[src/rtl/seven_seg_scheduler.sv]
// seven_seg_scheduler: shares one seven-segment display among ISO, shutter, focal and brightness,
// with change pre-emption and a debounced home-channel button. AUTO_CYCLE_EN adds home auto-cycling.
module seven_seg_scheduler #(
    parameter int HOLD_CYCLES     = 50_000_000,
    parameter int DEBOUNCE_CYCLES = 1_000_000,
    parameter int CYCLE_CYCLES    = 150_000_000
) (
    input  logic       clk,
    input  logic       rstn,
    input  logic [3:0] iso_value,
    input  logic [3:0] shutter_value,
    input  logic [3:0] focal_value,
    input  logic [2:0] bright_value,
    input  logic       btn_next,
    input  logic       auto_en,
    output logic [3:0] display_value,
    output logic [1:0] display_select,
    output logic       override_active
);
    localparam int HOLD_W = $clog2(HOLD_CYCLES);
    localparam int DB_W   = $clog2(DEBOUNCE_CYCLES);
    localparam logic [HOLD_W-1:0] HOLD_LOAD = HOLD_W'(HOLD_CYCLES - 1);
    localparam logic [DB_W-1:0]   DB_LAST   = DB_W'(DEBOUNCE_CYCLES - 1);

    typedef enum logic {HOME, OVER} state_t;

    state_t            state;
    logic [3:0]        snap_iso, snap_shutter, snap_focal;
    logic [3:0]        prev_iso, prev_shutter, prev_focal;
    logic [2:0]        snap_bright, prev_bright;
    logic              snap_vld, primed;
    logic [3:0]        chg;
    logic              btn_s1, btn_s2, btn_level, press;
    logic [DB_W-1:0]   db_cnt;
    logic [1:0]        home_sel, ovr_ch, sel, next_ch;
    logic [HOLD_W-1:0] hold_tmr;
    logic [3:0]        pending, serving, pend_all;

`ifdef AUTO_CYCLE_EN
    localparam int CYC_W = $clog2(CYCLE_CYCLES);
    localparam logic [CYC_W-1:0] CYC_LAST = CYC_W'(CYCLE_CYCLES - 1);
    logic [CYC_W-1:0] cyc_tmr;
`else
    localparam int unused_cycle_cycles = CYCLE_CYCLES;
    logic unused_auto_en;
    assign unused_auto_en = auto_en;
`endif

    function automatic logic [1:0] lowest(input logic [3:0] m);
        if (m[0]) return 2'd0;
        if (m[1]) return 2'd1;
        if (m[2]) return 2'd2;
        return 2'd3;
    endfunction

    function automatic logic [3:0] onehot(input logic [1:0] c);
        return 4'b0001 << c;
    endfunction

    // snap_vld then primed: prev only holds a real sample two cycles after reset
    always_ff @(posedge clk or negedge rstn) begin
        if (!rstn) begin
            snap_iso     <= '0;
            snap_shutter <= '0;
            snap_focal   <= '0;
            snap_bright  <= '0;
            prev_iso     <= '0;
            prev_shutter <= '0;
            prev_focal   <= '0;
            prev_bright  <= '0;
            snap_vld     <= 1'b0;
            primed       <= 1'b0;
        end else begin
            snap_iso     <= iso_value;
            snap_shutter <= shutter_value;
            snap_focal   <= focal_value;
            snap_bright  <= bright_value;
            prev_iso     <= snap_iso;
            prev_shutter <= snap_shutter;
            prev_focal   <= snap_focal;
            prev_bright  <= snap_bright;
            snap_vld     <= 1'b1;
            primed       <= snap_vld;
        end
    end

    always_comb begin
        chg = 4'b0000;
        if (primed) begin
            chg[0] = snap_iso     != prev_iso;
            chg[1] = snap_shutter != prev_shutter;
            chg[2] = snap_focal   != prev_focal;
            chg[3] = snap_bright  != prev_bright;
        end
    end

    assign serving  = (state == OVER) ? onehot(ovr_ch) : 4'b0000;
    assign pend_all = pending | (chg & ~serving);
    assign next_ch  = lowest(pend_all);
    assign sel      = (state == OVER) ? ovr_ch : home_sel;

    always_ff @(posedge clk or negedge rstn) begin
        if (!rstn) begin
            btn_s1    <= 1'b0;
            btn_s2    <= 1'b0;
            btn_level <= 1'b0;
            press     <= 1'b0;
            db_cnt    <= '0;
        end else begin
            btn_s1 <= btn_next;
            btn_s2 <= btn_s1;
            press  <= 1'b0;
            if (btn_s2 == btn_level) begin
                db_cnt <= '0;
            end else if (db_cnt == DB_LAST) begin
                db_cnt    <= '0;
                btn_level <= btn_s2;
                press     <= btn_s2;
            end else begin
                db_cnt <= db_cnt + 1'b1;
            end
        end
    end

    always_ff @(posedge clk or negedge rstn) begin
        if (!rstn) begin
            state           <= HOME;
            home_sel        <= 2'd0;
            ovr_ch          <= 2'd0;
            hold_tmr        <= '0;
            pending         <= 4'b0000;
            override_active <= 1'b0;
`ifdef AUTO_CYCLE_EN
            cyc_tmr         <= '0;
`endif
        end else begin
            case (state)
                HOME: begin
                    if (press) begin
                        home_sel <= home_sel + 2'd1;
`ifdef AUTO_CYCLE_EN
                    end else if (auto_en && cyc_tmr == CYC_LAST) begin
                        home_sel <= home_sel + 2'd1;
`endif
                    end
`ifdef AUTO_CYCLE_EN
                    if (press || !auto_en || cyc_tmr == CYC_LAST) cyc_tmr <= '0;
                    else                                          cyc_tmr <= cyc_tmr + 1'b1;
`endif
                    if (pend_all != 4'b0000) begin
                        state           <= OVER;
                        ovr_ch          <= next_ch;
                        hold_tmr        <= HOLD_LOAD;
                        pending         <= pend_all & ~onehot(next_ch);
                        override_active <= 1'b1;
                    end else begin
                        pending <= pend_all;
                    end
                end
                OVER: begin
                    if (press) begin
                        // press aborts the whole override queue and is not a home advance
                        state           <= HOME;
                        pending         <= 4'b0000;
                        override_active <= 1'b0;
`ifdef AUTO_CYCLE_EN
                        cyc_tmr         <= '0;
`endif
                    end else if (chg[ovr_ch]) begin
                        hold_tmr <= HOLD_LOAD;
                        pending  <= pend_all;
                    end else if (hold_tmr == '0) begin
                        if (pend_all != 4'b0000) begin
                            ovr_ch   <= next_ch;
                            hold_tmr <= HOLD_LOAD;
                            pending  <= pend_all & ~onehot(next_ch);
                        end else begin
                            state           <= HOME;
                            override_active <= 1'b0;
                            pending         <= pend_all;
`ifdef AUTO_CYCLE_EN
                            cyc_tmr         <= '0;
`endif
                        end
                    end else begin
                        hold_tmr <= hold_tmr - 1'b1;
                        pending  <= pend_all;
                    end
                end
                default: state <= HOME;
            endcase
        end
    end

    always_ff @(posedge clk or negedge rstn) begin
        if (!rstn) begin
            display_select <= 2'd0;
            display_value  <= 4'd0;
        end else begin
            display_select <= sel;
            case (sel)
                2'd0:    display_value <= snap_iso;
                2'd1:    display_value <= snap_shutter;
                2'd2:    display_value <= snap_focal;
                default: display_value <= {1'b0, snap_bright};
            endcase
        end
    end
endmodule
[config.mk]
export PLATFORM = sky130hd
export DESIGN_NAME = seven_seg_scheduler
export DESIGN_NICKNAME = d
export VERILOG_FILES = /design/src/rtl/seven_seg_scheduler.sv
export SDC_FILE = /design/constraint.sdc
export NUM_CORES = 1
export LEC_CHECK = 0
export ABC_AREA = 0
export BUFFER_PORTS_ARGS = -buffer_cell sky130_fd_sc_hd__buf_2
export CAP_MARGIN = 40
export CORE_MARGIN = 10
export CORE_UTILIZATION = 28
export CTS_CLUSTER_DIAMETER = 80
export DETAILED_ROUTE_END_ITERATION = 10
export MAX_ROUTING_LAYER = met4
export PLACE_DENSITY_LB_ADDON = 0.12
export REMOVE_ABC_BUFFERS = 1
export SETUP_SLACK_MARGIN = 0.2
export SYNTH_ARGS = -nofsm -noshare
export SYNTH_HDL_FRONTEND = slang
export SYNTH_SLANG_ARGS = --single-unit
[constraint.sdc]
create_clock -name clk -period 4.6 [get_ports clk]
set_input_delay 0.92 -clock clk [delete_from_list [all_inputs] [get_ports clk]]
set_output_delay 0.92 -clock clk [all_outputs]
set_load 0.01 [all_outputs]
==> impl_metrics.csv <==
group,metric,value,unit
status,outcome,"complete, no violations",
hold_path,holdCritPathClass,"reg -> reg",
logic_synthesis,synth_ff_type,"dfrtp_1",
cts,cts_tree,"built",
power_and_ir_drop,power_density,357,nW/um^2
placement,place_congestion,0.777,
logic_synthesis,synth_compound_area_frac,0.127,
logic_synthesis,yosysSeqAreaShare,0.541,
drt,drc,0,
logic_synthesis,synth_xor_area_frac,0.0695,
global_route,grt_use_met1,0.131,
logic_synthesis,syn_inst,429,
floorplan,ios,26,
logic_synthesis,yosysWarnings,0,
layout,fin_nets,481,
power_and_ir_drop,leakage,2.12,nW
timing,timing.fmax,315,MHz
timing,drv_slew,0,
worst_setup_path,cp.arrival,3.42,ns
cts,cts.path.max_buffers,2,
placement,portBuffers,24,
drt,num_vias,3359,
timing,tns,0,ns
timing,fin_skew,0.00538,ns
logic_synthesis,synth_top_family_by_area,"simple AND/OR/NAND/NOR gates",
worst_setup_path,cp_max_fo,20,
worst_setup_path,r2r_setup_slack,1.42,ns
run,maxCapViolations,0,
logic_synthesis,synth_area,4540,sq um
cts,cts-htree-levels,3,
timing,rsz0062_at_grt,"false",
worst_setup_path,required,4.84,ns
cts,clk_pin_slew_worst_paths,0.08,ns
global_route,antenna_found_initial,0,
cts,clock_latency,0.35,ns
placement,placed_area,4950,sq um
cts,holdBufCountCts,0,
cts,cts.repair.resized,0,
logic_synthesis,muxShareOfSynthArea,0.0262,
floorplan,core_area,15900,sq um
drt,wl_per_cell,15.4,microns
cts,cts_root_buffer,"clkbuf_16",
logic_synthesis,synth_fa_ha_area_frac,0.00552,
timing,relSlewSlack,0.362,
power_and_ir_drop,worst_ir_drop_vdd,227,uV
logic_synthesis,synth_edf_count,0,
logic_synthesis,async_reset_ff_frac,1.00,
global_route,gr-usage-met2,0.162,
floorplan,start_util,0.286,
worst_setup_path,critPathCaptureType,"flip-flop",
global_route,grtUsageTotal,0.105,
global_route,grt.busiest_layer,"met2",
floorplan,rows,46,
drt,routed_wl,10500,microns
cts,cts_setup_buffers,0,
timing,setup_viol,0,
logic_synthesis,syn_avg_cell_area,10.6,sq um
layout,drive_gt1_frac,0.144,
timing,hold_slack,0.356,ns
global_route,grt_pass1_vias,3508,
logic_synthesis,synth_simple_gate_area_frac,0.205,
timing,period_needed,3.18,ns
floorplan,die_w,147,microns
global_route,grt_pass1_wl,18000,microns
placement,dpl.hpwl,7390,microns
drt,ant_nets,0,
timing,finalCritPeriodShare,0.691,
global_route,grt_overflow,0,
floorplan,die_y,147,microns
cts,cts_buffers,9,
layout,antenna_cells,0,
floorplan,die_area,21700,sq um
logic_synthesis,synth_seq_cells,98,
logic_synthesis,ys_types,63,
cts,cts_sinks,98,
layout,area.growth.synth_to_final,15.9,%
timing,finalHoldViolCount,0,
drt,drt_iter0_markers,144,
worst_setup_path,start_kind,"flip-flop",
layout,stdcell_area,5260,sq um
global_route,grt_max_degree,52,
worst_setup_path,crit_type,"reg -> reg",
drt,viasPerCell,4.93,
drt,dr.pass1.iters,4,
global_route,grtUsageMet3,0.0295,
timing,worst_pin_slew,0.948,ns
layout by cell type (no fill, tap or decap), drive strengths merged, types with 5 or more instances in the layout:
cell type,synthesis,layout
dfrtp,98,98
nor2,49,49
nand2,31,31
buf,2,28
nand3,24,24
inv,19,23
xor2,19,19
o21ai,18,18
xnor2,17,17
nor3,16,16
a21oi,14,14
nor4,11,11
nand4,10,10
clkbuf,7,9
and3,8,8
a211oi,7,7
or3,7,7
a31oi,6,6
a22oi,5,5
cells in the mapped netlist, types with 2 or more instances:
cell,count,area [sq um]
or2_2,3,18.8
xor2_1,19,166
nor3_1,16,80.1
a22oi_1,5,37.5
nor4_2,2,25.0
o2bb2ai_1,4,35.0
xnor2_1,17,149
nand4_1,10,62.6
ha_1,2,25.0
and3_1,8,50.1
a21o_1,2,15.0
a41oi_1,3,26.3
and4_1,3,26.3
mux2i_1,4,40.0
nor4_1,8,50.1
mux4_2,3,67.6
a211oi_1,7,52.6
dfrtp_1,98,2450
inv_1,19,71.3
a31o_2,2,17.5
nor3b_1,3,22.5
nor2_1,49,184
o21ai_0,17,85.1
nand2_1,31,116
o22ai_1,2,12.5
nand3_1,23,115
a311oi_1,3,26.3
a21oi_1,14,70.1
or3_1,5,31.3
a31oi_1,5,31.3
clkbuf_1,7,26.3
nand2b_1,2,12.5
nor4b_1,2,17.5
or4_4,2,22.5
area by class of cell:
type	instances	area [sq um]
Fill cell	1682	10600
Sequential cell	98	2450
Multi-Input combinational cell	303	1970
Tap cell	216	270
Clock buffer	9	225
Timing Repair Buffer	29	184
Clock inverter	7	81.3
Inverter	19	71.3
power by group:
group / internal, W / switching [W] / total, W
clock: 0.000389 / 0.000376 / 0.000765
combinational: 0.0000659 / 0.000111 / 0.000177
sequential: 0.000901 / 0.0000334 / 0.000934
stage by stage:
step / total power [W] / std cells / util / setup slack [ns]
finish: 0.00188 / 681 / 0.331 / 1.42
global route: 0.00198 / 681 / 0.331 / 1.13
CTS: 0.00192 / 681 / 0.331 / 1.40
floorplan: 0.00105 / 420 / - / 2.17
global placement: 0.00112 / 662 / 0.309 / 1.39
detailed placement: 0.00113 / 665 / 0.312 / 1.45
path summary, 6_finish.rpt:
path	start	endpoint	cells past startpoint
min in group asynchronous	rstn	hold_tmr[12]	1
worst max-delay path	snap_focal[1]	hold_tmr[13]	6
worst max register to register	snap_focal[1]	hold_tmr[13]	6
worst min register to register	btn_s1	btn_s2	0
max in group asynchronous	rstn	pending[1]	2
worst min-delay path	btn_s1	btn_s2	0
cell families after synthesis:
group                    count (synthesis)
AND/OR/NAND/NOR                        175
flip-flops                              98
AO/OA/AOI/OAI                           81
XOR/XNOR                                36
buffers and inverters                   28
multiplexers                             8
adder cells (fa/ha/maj)                  2
other                                    1
layer usage:
layer / vias up / share of wire
li1: 1618 / -
met1: 1674 / 0.47
met2: 54 / 0.48
met3: 13 / 0.027
met4: 0 / 0.013
met5: - / 0
state kept, by name, summed over array words and instances, names as in the netlist, 4 cells and up:
| name | flops |
|---|---|
| hold_tmr | 26 |
| db_cnt | 20 |
| display_value | 4 |
| pending | 4 |
| prev_focal | 4 |
| prev_iso | 4 |
| prev_shutter | 4 |
| snap_focal | 4 |
| snap_iso | 4 |
| snap_shutter | 4 |
worst max-delay path, stage by stage, from the launching register on:
cell and delay [ns]:
dfrtp_1 0.42, xor2_1 0.15, nor4_1 0.82, a211o_1 0.41, and3_1 0.74, nand2_1 0.22, o221a_2 0.30
Note: power is estimated with default switching activity, not from simulation.
